File: config.mk
export PLATFORM = sky130hd
export DESIGN_NAME = simulation_run_control_flat
export DESIGN_NICKNAME = d
export VERILOG_FILES = /design/src/rtl/simulation_run_control_if.sv /design/src/rtl/simulation_run_control.sv /design/src/flat_wrapper.sv
export SDC_FILE = /design/constraint.sdc
export NUM_CORES = 1
export LEC_CHECK = 0
export CORE_ASPECT_RATIO = 0.8
export CORE_MARGIN = 5
export CORE_UTILIZATION = 35
export DETAILED_ROUTE_END_ITERATION = 10
export HOLD_SLACK_MARGIN = 0.15
export SLEW_MARGIN = 20
export SYNTH_ARGS = -nofsm -noshare
export SYNTH_HDL_FRONTEND = slang
export SYNTH_SLANG_ARGS = --single-unit
File: constraint.sdc
create_clock -name clock -period 2.8 [get_ports clock]
set_input_delay 0.56 -clock clock [delete_from_list [all_inputs] [get_ports clock]]
set_output_delay 0.56 -clock clock [all_outputs]
set_load 0.03 [all_outputs]
File: src/rtl/simulation_run_control_if.sv
// Run-control bundle between the bench sequencer and the harness/DUT side.
interface simulation_run_control_if #(
    parameter int unsigned CYCLE_WIDTH = 32
);
    logic                   finish_request;
    logic                   dut_reset;
    logic                   run;
    logic [CYCLE_WIDTH-1:0] cycle;
    logic                   done;
    logic                   timeout;

    // Harness side: raises finish, observes run status.
    modport master (
        output finish_request,
        input  dut_reset,
        input  run,
        input  cycle,
        input  done,
        input  timeout
    );

    // Sequencer side: samples finish, drives run status.
    modport slave (
        input  finish_request,
        output dut_reset,
        output run,
        output cycle,
        output done,
        output timeout
    );
endinterface

File: src/rtl/simulation_run_control.sv
// Simulation run sequencer: holds DUT in reset, opens a run window, counts
// run cycles, ends on finish request or timeout, drains, then flags done.
module simulation_run_control #(
    parameter int unsigned CYCLE_WIDTH    = 32,
    parameter int unsigned RESET_CYCLES   = 4,
    parameter int unsigned TIMEOUT_CYCLES = 1000,
    parameter int unsigned DRAIN_CYCLES   = 8
) (
    input  logic                      clock,
    input  logic                      reset,
    simulation_run_control_if.slave   bus
);

    // A zero-length reset hold still needs one edge to leave HOLD.
    localparam int unsigned RC_EFF  = (RESET_CYCLES == 0) ? 1 : RESET_CYCLES;
    localparam int unsigned HOLD_W  = (RC_EFF > 1) ? $clog2(RC_EFF) : 1;
    localparam int unsigned DRAIN_W = (DRAIN_CYCLES > 1) ? $clog2(DRAIN_CYCLES) : 1;

    localparam logic [HOLD_W-1:0]      HOLD_LAST  = HOLD_W'(RC_EFF - 1);
    localparam logic [DRAIN_W-1:0]     DRAIN_LAST = DRAIN_W'(DRAIN_CYCLES - 1);
    localparam logic [CYCLE_WIDTH-1:0] TO_LAST    = CYCLE_WIDTH'(TIMEOUT_CYCLES - 1);

    // Timeout only fires when its last cycle is representable in the counter.
    localparam bit TO_FITS = (CYCLE_WIDTH >= 32) ||
                             (64'(TIMEOUT_CYCLES) <= (64'd1 << CYCLE_WIDTH));
    localparam bit TO_EN   = (TIMEOUT_CYCLES != 0) && TO_FITS;

    if ((TIMEOUT_CYCLES != 0) && !TO_FITS) begin : g_timeout_warn
        $warning("simulation_run_control: TIMEOUT_CYCLES exceeds counter range; timeout disabled");
    end

    typedef enum logic [1:0] {
        S_HOLD  = 2'd0,
        S_RUN   = 2'd1,
        S_DRAIN = 2'd2,
        S_DONE  = 2'd3
    } state_t;

    state_t                 r_state;
    logic [HOLD_W-1:0]      r_hold_cnt;
    logic [DRAIN_W-1:0]     r_drain_cnt;
    logic                   r_dut_reset;
    logic                   r_run;
    logic [CYCLE_WIDTH-1:0] r_cycle;
    logic                   r_done;
    logic                   r_timeout;

    logic w_finish;
    logic w_timeout_hit;

    // X/Z on the request line never counts as a finish.
    assign w_finish      = (bus.finish_request === 1'b1);
    assign w_timeout_hit = TO_EN && (r_cycle == TO_LAST);

    // Sequencer state machine with registered outputs.
    always_ff @(posedge clock) begin
        if (reset) begin
            r_state     <= S_HOLD;
            r_hold_cnt  <= '0;
            r_drain_cnt <= '0;
            r_dut_reset <= 1'b1;
            r_run       <= 1'b0;
            r_cycle     <= '0;
            r_done      <= 1'b0;
            r_timeout   <= 1'b0;
        end else begin
            case (r_state)
                S_HOLD: begin
                    r_dut_reset <= 1'b1;
                    if (r_hold_cnt == HOLD_LAST) begin
                        r_hold_cnt  <= '0;
                        r_state     <= S_RUN;
                        r_dut_reset <= 1'b0;
                        r_run       <= 1'b1;
                    end else begin
                        r_hold_cnt <= r_hold_cnt + 1'b1;
                    end
                end
                S_RUN: begin
                    if (w_finish || w_timeout_hit) begin
                        r_run       <= 1'b0;
                        r_timeout   <= !w_finish;
                        r_drain_cnt <= '0;
                        if (DRAIN_CYCLES == 0) begin
                            r_state <= S_DONE;
                            r_done  <= 1'b1;
                        end else begin
                            r_state <= S_DRAIN;
                        end
                    end else if (r_cycle != '1) begin
                        r_cycle <= r_cycle + 1'b1;
                    end
                end
                S_DRAIN: begin
                    if (r_drain_cnt == DRAIN_LAST) begin
                        r_state <= S_DONE;
                        r_done  <= 1'b1;
                    end else begin
                        r_drain_cnt <= r_drain_cnt + 1'b1;
                    end
                end
                default: begin
                    r_state <= S_DONE;
                end
            endcase
        end
    end

    assign bus.dut_reset = r_dut_reset;
    assign bus.run       = r_run;
    assign bus.cycle     = r_cycle;
    assign bus.done      = r_done;
    assign bus.timeout   = r_timeout;

endmodule

File: src/flat_wrapper.sv
// flat-port wrapper written by rule: the top's interface ports become plain ports
module simulation_run_control_flat 
#(
    parameter int unsigned CYCLE_WIDTH    = 32,
    parameter int unsigned RESET_CYCLES   = 4,
    parameter int unsigned TIMEOUT_CYCLES = 1000,
    parameter int unsigned DRAIN_CYCLES   = 8
)
  (clock, reset, bus_finish_request, bus_dut_reset, bus_run, bus_cycle, bus_done, bus_timeout);
  simulation_run_control_if #(.CYCLE_WIDTH(CYCLE_WIDTH)) bus_i ();
  input  logic clock;
  input  logic reset;
  input wire logic [$bits(bus_i.finish_request)-1:0] bus_finish_request;
  output wire logic [$bits(bus_i.dut_reset)-1:0] bus_dut_reset;
  output wire logic [$bits(bus_i.run)-1:0] bus_run;
  output wire logic [$bits(bus_i.cycle)-1:0] bus_cycle;
  output wire logic [$bits(bus_i.done)-1:0] bus_done;
  output wire logic [$bits(bus_i.timeout)-1:0] bus_timeout;
  assign bus_i.finish_request = bus_finish_request;
  assign bus_dut_reset = bus_i.dut_reset;
  assign bus_run = bus_i.run;
  assign bus_cycle = bus_i.cycle;
  assign bus_done = bus_i.done;
  assign bus_timeout = bus_i.timeout;
  simulation_run_control #(.CYCLE_WIDTH(CYCLE_WIDTH), .RESET_CYCLES(RESET_CYCLES), .TIMEOUT_CYCLES(TIMEOUT_CYCLES), .DRAIN_CYCLES(DRAIN_CYCLES)) u_core (.clock(clock), .reset(reset), .bus(bus_i));
endmodule
==> flow_summary.ini <==
[timing]
finalSetupViolCount = 0
rsz0062_at_grt = no
tightest_slew_ns = 0.558
period_minus_slack_ns = 2.22
skew_ns = 0.00394
timing.setup.tns_ns = 0
fmax_ghz = 0.450
slew_viol_final = 0
final_hold_viol_count = 0
post-route-period-util_pct = 79.3
relSlewSlack_pct = 62.5

[synthesis]
synth_top_family_by_area = simple AND/OR/NAND/NOR gates
ys_seq_area_share_pct = 37.3
synth_common_cells = 43 x dfxtp_1, 21 x nand2_1, 19 x nor2_1
synthMostInstantiatedCell = dfxtp_1
synthMuxAreaShare_pct = 3.31
ys_ff_latch = 43
yosys_most_used_dff = dfxtp_1
yosys-top-cells-area = dfxtp_1 37%, a21oi_1 3.9%, nand4_1 3.8%
syn_area_um2 = 2310
synth_compound_area_share_pct = 16.2
async_flop_share_pct = 0
ys_warn_count = 0
synth_edf_count = 0
yosysTopAreaCell = dfxtp_1
syn_nets = 277
synth_cell_types = 48
syn_area_per_cell_um2 = 8.55
synthAdderAreaFrac_pct = 2.17
syn_inst = 270
yosys.area_share.simple_pct = 34.6
synthXorXnorAreaFrac_pct = 2.28
synth.top_cell.area_share_pct = 37.3

[placed_design]
globalplace.congestion = 0.777
port_buffers = 38
dp.cells = 387
dp_hpwl_um = 4300

[power]
power.leakage_uw = 0.000896
clkPwrFrac_pct = 32.3
powerDensity_nw_per_um2 = 425
power_frac_seq_pct = 54.7
switching_share_pct = 28.1
combPwrFrac_pct = 13.0
p_int_uw = 880
irDropWorstVdd_mv = 0.239
switchingPower_uw = 344

[setup_path]
worstPathMaxFanout = 10
end_kind = flop
max_stage_delay_ns = 0.66
rr_worst_depth = 5
worstReg2RegEnd = u_core.bus.cycle[20]
crit_chain = ha_1 > nand4_1 > or4_1 > nor3_1 > mux2_1
r2r-start = u_core.bus.cycle[1]
rrSetupSlack_ns = 0.58
start_kind = flop
critical_path_class = flop to flop
cp_slowest_cell = or4_1
critPathRequiredTime_ns = 2.99
cp.arrival_ns = 2.41

[hold_path]
hp-class = flop to flop
hold_depth = 2
min_from = u_core.bus.done
hold_path_end = u_core.bus.done

[floorplan]
initial_core_util_pct = 36.0
io_pins = 39
coreArea_um2 = 6410
fp.dieH_um = 82.6
num_rows = 26
die_x_um = 101
dieArea_um2 = 8330

[detailed_routing]
routedWlPerCell_um = 15.1
first_pass_iters = 4
drtIter0Drc = 98
remaining_drc_errors = 0
wl_um = 5960
viasPerCell = 5.60
vias = 2211
drtAntennaViolNets = 0

[clocking]
cts_root_buf = clkbuf_8
clockBufferDepth = 2
clock_latency_ns = 0.30
cts_tree = yes
cts_inserted_buffers = 5
htree_num_levels = 2
path_clk_slew_ns = 0.08
cts_resized = 0
post_cts_buffers = 0
cts_hold_buf = 0
clock-sinks = 43

[cells_and_area]
diodes = 0
fillCellCount = 632
final_cells = 395
layout.nets = 317
multiInputGateArea_um2 = 1350
layout-drive-gt1-share_pct = 9.97
seq_area_um2 = 861
syn_to_final_growth_pct = 24.8

[global_route]
grt_overflow = 0
track_usage_pct = 14.9
first_global_vias = 1969
grt_max_degree = 26
grt_pass1_wl_um = 9830
antenna_found_initial = 0

[run_status]
status = complete, no violations

[job]
max_cap_violations = 0
[sequential cells by signal, indices dropped and copies added, names as in the netlist]
name,flops
u_core.bus.dut_reset,1
u_core.bus.cycle,32
u_core.bus.done,1
u_core.r_drain_cnt,3
u_core.r_state,2
u_core.bus.timeout,1
u_core.r_hold_cnt,2
u_core.bus.run,1
[cells by family after synthesis]
kind of cell             count (synthesis)
buffers and inverters                   21
AO/OA/AOI/OAI                           58
flip-flops                              43
multiplexers                             7
AND/OR/NAND/NOR                        131
adder cells (fa/ha/maj)                  4
XOR/XNOR                                 6
[power groups by stage]
stage                     registers (uW)  logic (uW)  clock network (uW)
after detailed placement             683         160                   0
after CTS                            669         160                 409
after floorplan                      691         100                   0
after global placement               682         156                   0
final                                669         159                 395
after global routing                 675         177                 434
[through the flow]
step	util [%]	instance area [um2]	power [uW]	hold WS (ns)	setup slack, ns
2_1_floorplan	-	2310	791	0.453	0.658
3_3_place_gp	43.6	2790	838	0.465	0.412
3_5_place_dp	43.6	2790	843	0.470	0.359
4_1_cts	44.9	2880	1240	0.489	0.548
5_1_grt	44.9	2880	1290	0.509	0.376
6_report	44.9	2880	1220	0.486	0.580
[metal layers]
metal	share of wire (%)	global-route usage, %
met5	0	0
met4	1.4	5.65
met3	6.2	3.53
met2	43	22.1
met1	50	20.9
[worst max-delay path: cells and delay by family (launching register included)]
| kind | cells | cell delay [ns] |
|---|---|---|
| adders and majority gates | 1 | 0.28 |
| DFF | 1 | 0.43 |
| muxes | 1 | 0.34 |
| and+or+nand+nor | 3 | 1.05 |
[layout by cell type (no fill, tap or decap), types with 5 or more instances in the layout]
cell type	synthesis	final
or3_1	10	10
nor2_1	19	19
nor2b_1	6	6
mux2_1	5	5
nand2_1	21	21
o31ai_1	6	6
clkbuf_8	0	5
nand4_1	14	14
o21ai_0	14	14
clkdlybuf4s50_1	0	38
or4_1	7	7
a21oi_1	18	18
o311ai_0	5	5
xnor2_1	5	5
buf_4	1	10
and4_1	6	6
nor4_1	11	11
nor3_1	9	9
nand3_1	9	9
dfxtp_1	43	43
[final cells by class]
cell class / instances / share of cell area (%)
multi-input combinational: 206 / 46.9
sequential: 43 / 29.9
timing repair buffer: 48 / 15.8
tap: 84 / 3.65
clock buffer: 6 / 2.52
inverter: 6 / 0.782
clock inverter: 2 / 0.435
[how the worst max path moves through the flow]
stage                         from                   end  slack, ns
4_1_cts        u_core.bus.cycle[1]  u_core.bus.cycle[20]       0.55
2_1_floorplan  u_core.bus.cycle[0]  u_core.bus.cycle[20]       0.66
6_report       u_core.bus.cycle[1]  u_core.bus.cycle[20]       0.58
5_1_grt        u_core.bus.cycle[1]  u_core.bus.cycle[26]       0.38
3_3_place_gp    bus_finish_request  u_core.bus.cycle[17]       0.41
3_5_place_dp    bus_finish_request  u_core.bus.cycle[19]       0.36
Note: power is estimated with default switching activity, not from simulation.
